<file path="src/rtl/cdc_handshake_tx.sv">
`default_nettype none
// ============================================================================
//  Module      : cdc_handshake_tx
//  Description : Source side of a 4-phase req/ack clock-domain crossing.
//                Accepts one word in the local clk domain, holds it on
//                data_out and raises req_out until the foreign receiver
//                acknowledges. ack_in is synchronized internally.
//  Ports       : clk, rst            - clock, synchronous active-high reset
//                send_valid/send_data/send_ready - local accept handshake
//                req_out, data_out   - request and held word to far domain
//                ack_in              - asynchronous acknowledge (synchronized)
//                done                - one-cycle pulse on transfer completion
//                busy                - FSM not in IDLE
//                timeout_err         - sticky timeout flag, cleared by rst
//  Revision    : 1.0 - initial release
// ============================================================================
module cdc_handshake_tx #(
    parameter int DATA_WIDTH     = 8,
    parameter int SYNC_STAGES    = 2,
    parameter int TIMEOUT_CYCLES = 1024
) (
    input  logic                  clk,
    input  logic                  rst,
    input  logic                  send_valid,
    input  logic [DATA_WIDTH-1:0] send_data,
    output logic                  send_ready,
    output logic                  req_out,
    output logic [DATA_WIDTH-1:0] data_out,
    input  logic                  ack_in,
    output logic                  done,
    output logic                  busy,
    output logic                  timeout_err
);

    localparam logic [1:0] c_IDLE    = 2'd0;
    localparam logic [1:0] c_REQ     = 2'd1;
    localparam logic [1:0] c_RELEASE = 2'd2;

    // A zero timeout still needs a legal 1-bit counter; it simply never fires.
    localparam int c_CNT_W = (TIMEOUT_CYCLES > 0) ? $clog2(TIMEOUT_CYCLES + 1) : 1;
    localparam logic [c_CNT_W-1:0] c_CNT_MAX = c_CNT_W'(TIMEOUT_CYCLES);

    logic [1:0]             r_state;
    logic [1:0]             w_state_next;
    logic [SYNC_STAGES-1:0] r_ack_sync;
    logic                   w_ack_sync;
    logic                   r_req;
    logic [DATA_WIDTH-1:0]  r_data;
    logic                   r_done;
    logic                   r_timeout;
    logic [c_CNT_W-1:0]     r_cnt;
    logic                   w_counting;
    logic [c_CNT_W-1:0]     w_cnt_inc;

    // ack_in is touched only by the first flop of this chain.
    always_ff @(posedge clk) begin
        if (rst) begin
            r_ack_sync <= '0;
        end else begin
            r_ack_sync <= {r_ack_sync[SYNC_STAGES-2:0], ack_in};
        end
    end

    assign w_ack_sync = r_ack_sync[SYNC_STAGES-1];

    // State register
    always_ff @(posedge clk) begin
        if (rst) begin
            r_state <= c_IDLE;
        end else begin
            r_state <= w_state_next;
        end
    end

    // Next-state logic
    always_comb begin
        w_state_next = r_state;
        case (r_state)
            c_IDLE:    if (send_valid)  w_state_next = c_REQ;
            c_REQ:     if (w_ack_sync)  w_state_next = c_RELEASE;
            c_RELEASE: if (!w_ack_sync) w_state_next = c_IDLE;
            default:                    w_state_next = c_IDLE;
        endcase
    end

    // Registered request, held data word and completion pulse.
    always_ff @(posedge clk) begin
        if (rst) begin
            r_req  <= 1'b0;
            r_data <= '0;
            r_done <= 1'b0;
        end else begin
            r_done <= (r_state == c_RELEASE) && !w_ack_sync;
            if ((r_state == c_IDLE) && send_valid) begin
                r_data <= send_data;
                r_req  <= 1'b1;
            end else if ((r_state == c_REQ) && w_ack_sync) begin
                r_req  <= 1'b0;
            end
        end
    end

    // Counter runs only while waiting on the far side and restarts on every
    // state change; the error flag is set on the edge the count lands on the
    // limit, and the FSM keeps waiting regardless.
    assign w_counting = (r_state != c_IDLE) && (w_state_next == r_state);
    assign w_cnt_inc  = r_cnt + c_CNT_W'(1);

    always_ff @(posedge clk) begin
        if (rst) begin
            r_cnt     <= '0;
            r_timeout <= 1'b0;
        end else begin
            if (!w_counting) begin
                r_cnt <= '0;
            end else if (r_cnt != c_CNT_MAX) begin
                r_cnt <= w_cnt_inc;
            end
            if ((TIMEOUT_CYCLES != 0) && w_counting &&
                (r_cnt != c_CNT_MAX) && (w_cnt_inc == c_CNT_MAX)) begin
                r_timeout <= 1'b1;
            end
        end
    end

    assign send_ready  = (r_state == c_IDLE);
    assign busy        = !send_ready;
    assign req_out     = r_req;
    assign data_out    = r_data;
    assign done        = r_done;
    assign timeout_err = r_timeout;

endmodule
`default_nettype wire

</file>
<file path="config.mk">
export PLATFORM = sky130hd
export DESIGN_NAME = cdc_handshake_tx
export DESIGN_NICKNAME = d
export VERILOG_FILES = /design/src/rtl/cdc_handshake_tx.sv
export SDC_FILE = /design/constraint.sdc
export NUM_CORES = 1
export LEC_CHECK = 0
export ABC_AREA = 0
export BUFFER_PORTS_ARGS = -buffer_cell sky130_fd_sc_hd__buf_2
export CORE_AREA = 2 2 71 73
export DETAILED_ROUTE_END_ITERATION = 16
export DIE_AREA = 0 0 73 75
export PLACE_DENSITY = 0.43
export REMOVE_ABC_BUFFERS = 1
export SLEW_MARGIN = 25
export SYNTH_ARGS = -nofsm -noshare
export SYNTH_HDL_FRONTEND = slang
export SYNTH_SLANG_ARGS = --single-unit
</file>
<file path="constraint.sdc">
create_clock -name clk -period 1.55 [get_ports clk]
set_input_delay 0.3875 -clock clk [delete_from_list [all_inputs] [get_ports clk]]
set_output_delay 0.3875 -clock clk [all_outputs]
set_load 0.005 [all_outputs]
</file>
==> metrics.cfg <==
[routing]
drt_wl_total_mm = 2.44
vias_per_cell = 4.57
drt-initial-drc-count = 39
ant_nets = 0
firstDrtPassIters = 4
drc = 0
via_count = 1015
wire_per_inst_um = 11.0

[power_and_ir_drop]
swShare_pct = 20.8
seq_power_share_pct = 50.8
intPower_uw = 1090
power_frac_comb_pct = 8.6
p_leak_uw = 0.000602
p_clk_share_pct = 40.6
power.density_nw_per_um2 = 935
p_sw_uw = 286
irDropWorstVdd_uv = 330

[setup_path]
worst_ep_arrival_time_ns = 1.67
critical_path.top_delay_family = compound AO/OA/AOI/OAI gates
timing.critical_path.buf_inv = 0
slowest_stage = or3b_1
critPathMaxStageDelay_ns = 0.36
crit_type = flip-flop to flip-flop
start_kind = flip-flop
worstRegToRegCells = 5
crit_chain = or3b_1 > a21o_1 > a211oi_2 > nand4_1 > o22ai_2
timing.rr.end = timeout_err
reg2reg_slack_ns = 0.08
critical_path.endpoint_type = flip-flop
reg2reg_from = r_ack_sync[1]
path_depth = 5
crit_fanout = 4
critical_path_required_ns = 1.75

[clock_network]
htreeDepth = 1
holdBufCountCts = 0
cts.sinks = 26
cts_tree = done
clk_path_buf_depth = 2
numCtsBuffers = 3
clock_latency_ns = 0.27
clkTransAtPathRegs_ns = 0.09
clockRootBuffer = clkbuf_8

[outcome]
outcome = finished clean

[placement]
place_ws_ns = 0.0333
dp.final_hpwl_mm = 1.92
port_buffers = 24
place_congestion = 0.759
dp.cells = 217
place_area_um2 = 1380

[yosys]
synth.top_cell.area_share_pct = 45.1
synth.distinct_cells = 33
synth_area_leaders = dfxtp_1 (45%), nand2_1 (7.5%), xor2_1 (6.1%)
yosysWarningCount = 0
synth-seq-area-share_pct = 45.1
synthCells = 137
syn_avg_cell_area_um2 = 8.43
syn-cell-area_um2 = 1150
synth_top_area_cell = dfxtp_1
ys_ff_latch = 26

[finish]
layoutNonFillerInstCount = 222
final_area_um2 = 1480
fin_util_pct = 31.7
antennaDiodeCount = 0
nNetsFinal = 183
area_growth_pct = 27.7
layout-drive-gt1-share_pct = 29.8

[sta]
setup_viol = 0
tightest_slew_ns = 0.277
finClkSkew_ns = 0.00119
setup_ws_ns = 0.0787
slew_headroom_pct = 81.5
fin_crit_ns = 1.47
drv_slew = 0
final.period_utilization_pct = 94.9
setup_tns_ns = 0
max_freq_mhz = 680
hold_viol_final = 0

[worst_hold_path]
hold_path_class = primary input to flip-flop
hold-path-endpoint = r_ack_sync[0]
holdPathStages = 2
hold_start = ack_in

[flow_run]
cap_violations = 0

[floorplan]
core-area_um2 = 4660
fp.dieH_um = 75
initial_core_util_pct = 24.8
io_pins = 25
die_width_um = 73
core.rowCount = 25
die-area_um2 = 5480

[global_routing]
grt.overflow.total = 0
grt_pass1_vias = 947
grt_max_degree = 16
grt_first_pass_wirelength_mm = 4.02
globalRouteTotalUtil_pct = 9.18
antenna_found_initial = 0

-- layout by cell type, fill, tap and decap left out, drive strengths merged --
cell type / instances
a41o: 1
buf: 35
nor4b: 1
dfxtp: 26
xnor2: 3
o21ai: 2
nor4: 2
nand2: 23
nand3: 4
nand3b: 1
a211oi: 2
bufinv: 1
o21a: 1
nor2b: 3
xor2: 8
nor3: 2
mux2i: 1
clkbuf: 3
o22ai: 1
and3: 1
ha: 2
nand4: 4
a21o: 1
mux2: 1
and4: 1
a21oi: 13
or3: 2
nand2b: 1
and2: 2
nor2: 13
inv: 6
or3b: 1
-- Yosys cell counts (all sizes together) --
library cell,count
nor2b,3
and2,2
a211oi,2
inv,6
nand3,4
a41o,1
nor3,2
nor2,13
dfxtp,26
xor2,8
o21a,1
xnor2,3
nand3b,1
a21o,1
o21ai,2
nor4b,1
ha,2
and4,1
o22ai,1
or3b,1
or3,2
and3,1
clkbuf,6
nand2b,1
nor4,2
a21oi,13
nand4,4
mux2,1
buf,2
nand2,23
mux2i,1
-- kinds of logic (layout without fill, tap and decap cells) --
family                     Yosys count  in the layout  share of synthesized area (%)
and+or+nand+nor                     61             61                           25.9
DFF                                 26             26                           45.1
AOI/OAI and AO/OA                   21             21                           11.5
buffers and inverters               14             45                           5.20
xor gates and xnor gates            11             11                           8.34
adders and majority gates            2              2                           2.17
muxes                                2              2                           1.84
-- flip-flops by register name, summed over array words and instances, names as in the netlist --
| name | cells |
|---|---|
| r_state | 2 |
| done | 1 |
| r_cnt | 11 |
| req_out | 1 |
| timeout_err | 1 |
| r_ack_sync | 2 |
| data_out | 8 |
-- through the flow --
step                      total power (uW)  hold slack (ns)
after floorplan                        773            0.414
after global placement                 831            0.424
after detailed placement               835            0.428
after CTS                             1400            0.333
after global routing                  1440            0.355
final                                 1380            0.338
-- worst max path at each step --
stage	endpoint	from
after detailed placement	r_cnt[10]	r_cnt[0]
after CTS	r_cnt[10]	r_cnt[0]
after global routing	timeout_err	r_cnt[1]
after floorplan	timeout_err	r_state[0]
after global placement	timeout_err	r_cnt[0]
final	timeout_err	r_ack_sync[1]
-- power by group through the flow --
| stage | Sequential, uW | Clock (uW) | Combinational (uW) |
|---|---|---|---|
| 2_1_floorplan | 720 | 0 | 52.2 |
| 3_3_place_gp | 715 | 0 | 116 |
| 3_5_place_dp | 717 | 0 | 119 |
| 4_1_cts | 701 | 580 | 119 |
| 5_1_grt | 704 | 597 | 136 |
| 6_report | 701 | 560 | 118 |
-- metal layers --
layer | GRT usage [%] | routed length [um] | vias up
met3 | 2.01 | 85 | 0
met4 | 2.06 | 0 | 0
met2 | 16.5 | 1170 | 22
met1 | 11.2 | 1180 | 470
li1 | - | - | 523
met5 | 0 | 0 | -
-- timing repair --
action,in CTS,in global routing
endpoints found under the hold margin,0,0
resized for setup,0,7
setup buffers,0,1
setup endpoints to repair,0,11
-- layout make-up --
cell class,count,area [um^2]
fill,502,3190
multi-input combinational,97,587
sequential,26,524
timing repair buffer,35,203
tap,54,67.6
clock buffer,3,41.3
clock inverter,1,30.0
inverter,6,22.5
Power figures use the tool's default switching activity.
